[src/rtl/fp_issue_ctrl.sv]
// FP issue/writeback controller: tag table, FP scoreboard and result FIFO in front of fpnew_top.
// Optional FP_FLAGS_ACCUM_EN adds a sticky accrued-exception register on fflags_o.
module fp_issue_ctrl #(
  parameter int unsigned NUM_TAGS  = 4,
  parameter int unsigned RES_DEPTH = 2,
  localparam int unsigned TAG_W    = $clog2(NUM_TAGS)
) (
  input  logic             clk_i,
  input  logic             rst_ni,
  input  logic             issue_valid_i,
  output logic             issue_ready_o,
  input  logic [14:0]      issue_rs_i,
  input  logic [2:0]       issue_rs_used_i,
  input  logic [4:0]       issue_rd_i,
  input  logic             issue_wr_fp_i,
  output logic             fpu_valid_o,
  input  logic             fpu_ready_i,
  output logic [TAG_W-1:0] fpu_tag_o,
  input  logic             fpu_out_valid_i,
  output logic             fpu_out_ready_o,
  input  logic [TAG_W-1:0] fpu_tag_i,
  input  logic [31:0]      fpu_result_i,
  input  logic [4:0]       fpu_status_i,
  output logic             wb_valid_o,
  input  logic             wb_ready_i,
  output logic [4:0]       wb_rd_o,
  output logic             wb_fp_o,
  output logic [31:0]      wb_data_o,
  input  logic             flush_i,
  output logic             busy_o,
  output logic [4:0]       fflags_o,
  input  logic             fflags_clr_i
);

  localparam int unsigned PTR_W = (RES_DEPTH > 1) ? $clog2(RES_DEPTH) : 1;
  localparam int unsigned CNT_W = $clog2(RES_DEPTH + 1);
  localparam logic [PTR_W-1:0] PTR_LAST = PTR_W'(RES_DEPTH - 1);

  logic [NUM_TAGS-1:0] vld_q, vld_d;
  logic [NUM_TAGS-1:0] tfp_q, tfp_d;
  logic [4:0]          trd_q [NUM_TAGS];
  logic [4:0]          trd_d [NUM_TAGS];
  logic [31:0]         sb_q, sb_d;
  logic [37:0]         mem_q [RES_DEPTH];
  logic [37:0]         mem_d [RES_DEPTH];
  logic [PTR_W-1:0]    wptr_q, wptr_d;
  logic [PTR_W-1:0]    rptr_q, rptr_d;
  logic [CNT_W-1:0]    cnt_q, cnt_d;

  logic             hazard, tag_free, fifo_full, fifo_empty;
  logic             issue_fire, push, pop;
  logic [TAG_W-1:0] alloc_tag;
  logic [37:0]      head;

  function automatic logic [PTR_W-1:0] ptr_inc(
    input logic [PTR_W-1:0] p
  );
    return (p == PTR_LAST) ? '0 : p + 1'b1;
  endfunction

  always_comb begin
    hazard = 1'b0;
    for (int i = 0; i < 3; i++) begin
      if (issue_rs_used_i[i] && sb_q[issue_rs_i[5*i +: 5]])
        hazard = 1'b1;
    end
    if (issue_wr_fp_i && sb_q[issue_rd_i])
      hazard = 1'b1;
  end

  always_comb begin
    alloc_tag = '0;
    for (int i = NUM_TAGS - 1; i >= 0; i--) begin
      if (!vld_q[i])
        alloc_tag = TAG_W'(i);
    end
  end

  assign tag_free   = ~&vld_q;
  assign fifo_full  = (cnt_q == CNT_W'(RES_DEPTH));
  assign fifo_empty = (cnt_q == '0);
  assign head       = mem_q[rptr_q];

  assign fpu_valid_o = rst_ni & issue_valid_i & ~hazard
                     & tag_free & ~flush_i;
  assign issue_ready_o   = fpu_valid_o & fpu_ready_i;
  assign fpu_tag_o       = alloc_tag;
  assign fpu_out_ready_o = ~fifo_full;

  assign issue_fire = issue_ready_o;
  // Results for tags that are not live (e.g. after a flush) are dropped.
  assign push = fpu_out_valid_i & ~fifo_full
              & vld_q[fpu_tag_i] & ~flush_i;
  assign pop  = ~fifo_empty & wb_ready_i;

  assign wb_valid_o = ~fifo_empty;
  assign wb_rd_o    = head[37:33];
  assign wb_fp_o    = head[32];
  assign wb_data_o  = head[31:0];
  assign busy_o     = (|vld_q) | ~fifo_empty;

  always_comb begin
    vld_d  = vld_q;
    tfp_d  = tfp_q;
    trd_d  = trd_q;
    sb_d   = sb_q;
    mem_d  = mem_q;
    wptr_d = wptr_q;
    rptr_d = rptr_q;
    cnt_d  = cnt_q;
    if (pop) begin
      rptr_d = ptr_inc(rptr_q);
      if (head[32])
        sb_d[head[37:33]] = 1'b0;
    end
    if (push) begin
      vld_d[fpu_tag_i] = 1'b0;
      mem_d[wptr_q] = {trd_q[fpu_tag_i], tfp_q[fpu_tag_i], fpu_result_i};
      wptr_d = ptr_inc(wptr_q);
    end
    if (issue_fire) begin
      vld_d[alloc_tag] = 1'b1;
      trd_d[alloc_tag] = issue_rd_i;
      tfp_d[alloc_tag] = issue_wr_fp_i;
      if (issue_wr_fp_i)
        sb_d[issue_rd_i] = 1'b1;
    end
    case ({push, pop})
      2'b10:   cnt_d = cnt_q + 1'b1;
      2'b01:   cnt_d = cnt_q - 1'b1;
      default: cnt_d = cnt_q;
    endcase
    if (flush_i) begin
      vld_d  = '0;
      sb_d   = '0;
      wptr_d = '0;
      rptr_d = '0;
      cnt_d  = '0;
    end
  end

  always_ff @(posedge clk_i or negedge rst_ni) begin
    if (!rst_ni) begin
      vld_q  <= '0;
      tfp_q  <= '0;
      sb_q   <= '0;
      wptr_q <= '0;
      rptr_q <= '0;
      cnt_q  <= '0;
      for (int i = 0; i < NUM_TAGS; i++)
        trd_q[i] <= '0;
      for (int i = 0; i < RES_DEPTH; i++)
        mem_q[i] <= '0;
    end else begin
      vld_q  <= vld_d;
      tfp_q  <= tfp_d;
      sb_q   <= sb_d;
      wptr_q <= wptr_d;
      rptr_q <= rptr_d;
      cnt_q  <= cnt_d;
      trd_q  <= trd_d;
      mem_q  <= mem_d;
    end
  end

`ifdef FP_FLAGS_ACCUM_EN
  logic [4:0] fflags_q, fflags_d;

  // A clear and a new status in the same cycle keep the new bits.
  always_comb begin
    fflags_d = fflags_clr_i ? 5'b0 : fflags_q;
    if (push)
      fflags_d = fflags_d | fpu_status_i;
  end

  always_ff @(posedge clk_i or negedge rst_ni) begin
    if (!rst_ni)
      fflags_q <= '0;
    else
      fflags_q <= fflags_d;
  end

  assign fflags_o = fflags_q;
`else
  logic [5:0] unused_flags;
  assign unused_flags = {fflags_clr_i, fpu_status_i};
  assign fflags_o     = '0;
`endif

endmodule

[config.mk]
export PLATFORM = sky130hd
export DESIGN_NAME = fp_issue_ctrl
export DESIGN_NICKNAME = d
export VERILOG_FILES = /design/src/rtl/fp_issue_ctrl.sv
export SDC_FILE = /design/constraint.sdc
export NUM_CORES = 1
export LEC_CHECK = 0
export BUFFER_PORTS_ARGS = -buffer_cell sky130_fd_sc_hd__buf_2
export CORE_UTILIZATION = 25
export CTS_BUF_LIST = sky130_fd_sc_hd__clkbuf_4 sky130_fd_sc_hd__clkbuf_8
export CTS_CLUSTER_SIZE = 25
export DETAILED_ROUTE_END_ITERATION = 16
export PLACE_DENSITY = 0.42
export SLEW_MARGIN = 20
export SYNTH_ARGS = -nofsm -noshare
export SYNTH_HDL_FRONTEND = slang
export SYNTH_SLANG_ARGS = --single-unit
[constraint.sdc]
create_clock -name clk_i -period 6.11 [get_ports clk_i]
set_input_delay 0.611 -clock clk_i [delete_from_list [all_inputs] [get_ports clk_i]]
set_output_delay 0.611 -clock clk_i [all_outputs]
set_load 0.005 [all_outputs]
# == Word-level counts from Yosys, hierarchy flattened ==
# Cells that the tools add are included.
# word_totals
register_bits,140
in_bits,71
output_inout_bits,50
elab_cells,134
# op_classes
n_addsub,4
muxes,57
eq_ne,3
magnitude_cmp,17
bitwise_logic,24
reduce_logical,17
# op_table
operator,count
2-to-1 mux 32 bit,5
2-to-1 mux 38 bit,4
bitwise mux 76 bit,1
demux 38 bit (select 1 bit),1
AND 32 bit,1
inverter 32 bit,1
OR 32 bit,1
less-than comparator 5 x 6 -> 1 bit (second input constant),5
binary-select mux 1 bit (select 5 bit),4
bitwise mux 20 bit,1
2-to-1 mux 1 bit,20
2-to-1 mux 5 bit,3
2-to-1 mux 4 bit,3
binary-select mux 5 bit (select 2 bit),1
demux 1 bit (select 5 bit),2
demux 5 bit (select 2 bit),1
greater-or-equal comparator 5 x 1 -> 1 bit (second input constant),2
logical AND 1 bit,10
2-to-1 mux 2 bit,5
AND 1 bit,9
greater-or-equal comparator 3 bit (second input constant),2
less-than comparator 2 x 3 -> 1 bit (second input constant),2
inverter 2 -> 3 bit,2
AND 4 bit,1
24 further kinds,35

# == Logic depth before layout (Yosys ltp) ==
# depth
word_depth,16
depth_mapped,11
mapped_depth_nobuf,8

# == Worst setup path before layout ==
# OpenSTA, ideal clock, no wires.
# synth_path
path_kind,input to output
startpoint,input port issue_rs_i[6]
endpoint,output port issue_ready_o
n_path_buf,3
setup_slack_ps,2966
path_stages,8
arrival_ps,2533
t_required_ps,5499
path_cell_list,clkbuf_1 mux4_2 mux2_2 o311ai_0 and4_4 buf_8 buf_2 and2_1
# synth_via
elab_chain_len,11
# synth_lines
item,line,text
"start, declared",12,"input logic [14:0] issue_rs_i,"
binary-select mux 1 bit (select 5 bit),64,if (issue_rs_used_i[i] && sb_q[issue_rs_i[5*i +: 5]])
2-to-1 mux 1 bit (implied by the code),64,
logical AND 1 bit,64,
2-to-1 mux 1 bit (2 in series),64,
2-to-1 mux 1 bit,67,if (issue_wr_fp_i && sb_q[issue_rd_i])
inverter 1 bit,84,assign fpu_valid_o = rst_ni & issue_valid_i & ~hazard
AND 1 bit,84,
AND 1 bit (2 in series),85,& tag_free & ~flush_i;
named net fpu_valid_o,16,"output logic fpu_valid_o,"
AND 1 bit,86,assign issue_ready_o = fpu_valid_o & fpu_ready_i;
"end, declared",11,"output logic issue_ready_o,"
# The timed path passes the listed nets, and every way through them passes these cells. The select of a mux whose other input is x is not followed.

# == Worst setup path in the final report ==
# layout_path
startpoint,input port issue_rd_i[1]
endpoint,output port issue_ready_o
# layout_via
elab_chain_len,9
# layout_lines
item,line,text
"start, declared",14,"input logic [4:0] issue_rd_i,"
binary-select mux 1 bit (select 5 bit),67,
2-to-1 mux 1 bit (implied by the code),67,
logical AND 1 bit,67,
2-to-1 mux 1 bit,67,
inverter 1 bit,84,
AND 1 bit,84,
AND 1 bit (2 in series),85,
AND 1 bit,86,
# Every way passes these cells. The select of a mux whose other input is x is not followed.

==> results.md <==
* Outcome: finished clean
* Number of cells upsized or downsized after cts at 0
* Number of placement rows at 63
* Clock buffer depth at 2
* Cell at the root of the clock tree: clkbuf_8
* Count of cell types in the netlist at 50
* Share of the clock period used by the worst path after layout at 64.2%
* Number of enable flip-flop cells after synthesis at 0
* CTS tree: done
* Number of DRC markers after the initial detailed-route iteration at 274
* Die H at 176 µm
* Required time worst endpoint at 5.50 ns
* Total iterations of the first detailed-routing run at 4
* Combined area of all synthesized cells at 7570 µm²
* Final std cells w/o fill at 1109
* Final HPWL from detailed placement at 14.2 mm
* Synthesized area divided by synthesized cell count at 12.4 µm²
* Full die area at 31000 µm²
* Min Clock Period, post-route at 3.92 ns
* Vias/cell at 4.82
* Initial Util at 25.5%
* Area delta synth->final at 18.1%
* Portion of the post-synthesis area used by sequential elements at 46.3%
* Highest Clock Rate at 0.255 GHz
* Setup Crit Path Kind: in -> out
* Average wire length per cell after detail routing at 18.8 µm
* Final estimated routing congestion in global placement at 0.769
* Num Clock Sinks at 140
* Max stage delay on crit path at 0.66 ns
* Std-Cell Core Area at 29700 µm²
* Worst IR Drop VDD at 0.128 mV
* TNS Setup at 0 ns
* Leakage power at 4.24 nW
* Setup repair after global routing missed its margin: no
* Maxcap violations at 0
* Total overflow reported by the global router at 0
* Final hold violation count at 0
* IO Count at 121
* Crit path cell chain: buf_2 -> mux2_2 -> a22oi_1 -> and3_1 -> a31oi_1 -> o32ai_1 -> and4_4 -> and2_1 -> buf_2
* Final core area utilization at 30.1%
* Number of buffers created by CTS at 17
* Crit path max-delay cell type: and4_4
* Number of nets still failing antenna checks after routing at 0
* Power density of the placed cells at 231 nW/µm²
* Hold WC Path Type: in -> async
* Post-route clock skew at 0.0117 ns
* Data arrival at the endpoint of the critical path at 3.31 ns
* Cell repeated most along the worst path: buf_2
* FFs w/ async S/R, synth at 100%
* Detailed-route wire length at 20.8 mm
* Fraction of final layout cells sized beyond drive strength 1 at 46.9%
* Setup Fix Bufs, Post-CTS at 0
* Remaining DRCs at 0
* Critical Path Start Type: input pin
* Width of the die at 176 µm
* Register clock-pin slew on the reported worst setup and hold paths at 0.09 ns
* Pin count of the biggest net entering global routing at 53
* Instance count of the mapped netlist at 611
* CTS H-Tree Depth at 4
* Nets at 777
* First-pass GRT wire length at 32.7 mm
* Clock Latency Late Sink at 0.45 ns
* Slew at the pin closest to its max-slew limit at 0.912 ns
* Final setup violation count at 0
* Count of final max-slew check failures at 0
* Number of synthesized register bits at 140
* Overall global routing resource usage at 13.9%
* Antenna violations before repair at 2
* Hold_buf cts at 0
* Bufs and invs on worst path at 2
* Headroom to the max-slew limit at 38.9%
* Port Buffers at 109
* Maximum fanout count along the critical path at 38
* Placed cells at 1077
* Vias in the first global route at 5456
* Count of synthesis-stage warnings from yosys at 0
* Most instantiated flip-flop cell in the synthesis netlist: dfrtp_1
* Total via count after detailed routing at 5349
* Endpoint type of the worst setup path: primary output
* Kind of cell adding the most delay to the critical path: simple AND/OR/NAND/NOR gates
==> per-stage QoR <==
step                hold WS [ns]  total power, mW  cell area, µm²  worst slack [ns]
finish                    0.0582             2.06            8940              2.19
global route              0.0644             2.16            8930              2.09
CTS                       0.0529             2.10            8930              2.21
detailed placement         0.487             1.20            8470              2.21
global placement           0.483             1.20            8470              2.19
floorplan                  0.315             1.11            7580              2.97
==> registers in the layout, indices dropped and copies added, names as in the netlist <==
register	count
mem_q	76
sb_q	32
trd_q	20
tfp_q	4
vld_q	4
cnt_q	2
rptr_q	1
wptr_q	1
==> kinds of logic (layout without fill, tap and decap cells) <==
logic type | after synthesis | count (layout) | share of synthesized area [%]
compound gates | 100 | 100 | 7.62
xor+xnor | 2 | 2 | 0.232
buf+inv | 56 | 159 | 3.54
flops | 140 | 140 | 46.3
mux | 195 | 195 | 33.8
other cells | 1 | 6 | 0.0496
simple gates | 117 | 117 | 8.42
==> power by group <==
part / switching (mW) / total, mW / internal (mW)
registers: 0.0171 / 0.978 / 0.961
clock network: 0.385 / 0.884 / 0.499
logic: 0.105 / 0.202 / 0.0971
==> worst paths after layout <==
| path | startpoint | end | slack [ns] | cells after the start |
|---|---|---|---|---|
| setup / recovery | issue_rd_i[1] | issue_ready_o | 2.19 | 9 |
| hold / removal | rst_ni | mem_q[67] | 0.06 | 1 |
| setup reg to reg | vld_q[0] | trd_q[6] | 2.83 | 8 |
| hold reg to reg | mem_q[24] | mem_q[24] | 0.51 | 1 |
| max in group asynchronous | rst_ni | rptr_q | 4.94 | 2 |
| min in group clk_i | fpu_result_i[31] | mem_q[69] | 0.40 | 2 |
==> per-layer routing <==
layer	share of wire (%)	GRT usage [%]
met1	47	19.1
met2	46	21.5
met3	4.9	3.01
met4	2.0	4.78
met5	0.048	0
==> synth_stat cells, types with 2 or more instances <==
| cell type | instances | area (µm²) |
|---|---|---|
| and3_1 | 4 | 25.0 |
| nand2_1 | 30 | 113 |
| nand4_4 | 2 | 42.5 |
| mux4_1 | 3 | 78.8 |
| nor3b_1 | 7 | 52.6 |
| clkbuf_1 | 25 | 93.8 |
| nor2_1 | 16 | 60.1 |
| and2_1 | 3 | 18.8 |
| buf_2 | 7 | 35.0 |
| a21oi_1 | 39 | 195 |
| buf_4 | 6 | 45.0 |
| mux2_4 | 12 | 180 |
| dfrtp_1 | 140 | 3500 |
| inv_1 | 11 | 41.3 |
| nand3_1 | 38 | 190 |
| nor2b_1 | 3 | 18.8 |
| buf_6 | 2 | 22.5 |
| nand3b_1 | 4 | 30.0 |
| o211ai_1 | 2 | 15.0 |
| buf_1 | 4 | 15.0 |
| a211oi_2 | 2 | 25.0 |
| nor4bb_1 | 2 | 20.0 |
| mux2_2 | 139 | 1570 |
| mux2i_1 | 15 | 150 |
| nor3_1 | 2 | 10.0 |
| a31oi_1 | 5 | 31.3 |
| o21ai_0 | 35 | 175 |
| mux4_2 | 26 | 586 |
| a22oi_1 | 6 | 45.0 |
==> cells in the final DEF (no fill, tap or decap), types with 2 or more instances in the layout <==
cell / count
and3_1: 4
o21ai_0: 35
mux2_2: 139
dfrtp_1: 139
a211oi_2: 2
and2_1: 3
mux4_2: 26
nand2_1: 29
a22oi_1: 6
nand3_1: 38
a31oi_1: 5
mux4_1: 3
nand4_4: 2
a21oi_1: 39
mux2_4: 12
o211ai_1: 2
bufinv_16: 5
clkbuf_8: 18
nor2b_1: 3
inv_1: 11
conb_1: 5
clkinvlp_4: 3
nand3b_1: 4
inv_6: 4
nor2_1: 16
buf_4: 8
buf_2: 108
mux2i_1: 15
nor3b_1: 7
==> area by class of cell <==
cell class	instances	area [µm²]
fill	3068	20800
timing repair buffer	117	612
clock buffer	18	248
sequential	140	3500
tap	390	488
inverter	11	41.3
antenna	1	2.50
clock inverter	13	213
multi-input combinational	419	3830
Power figures use the tool's default switching activity.
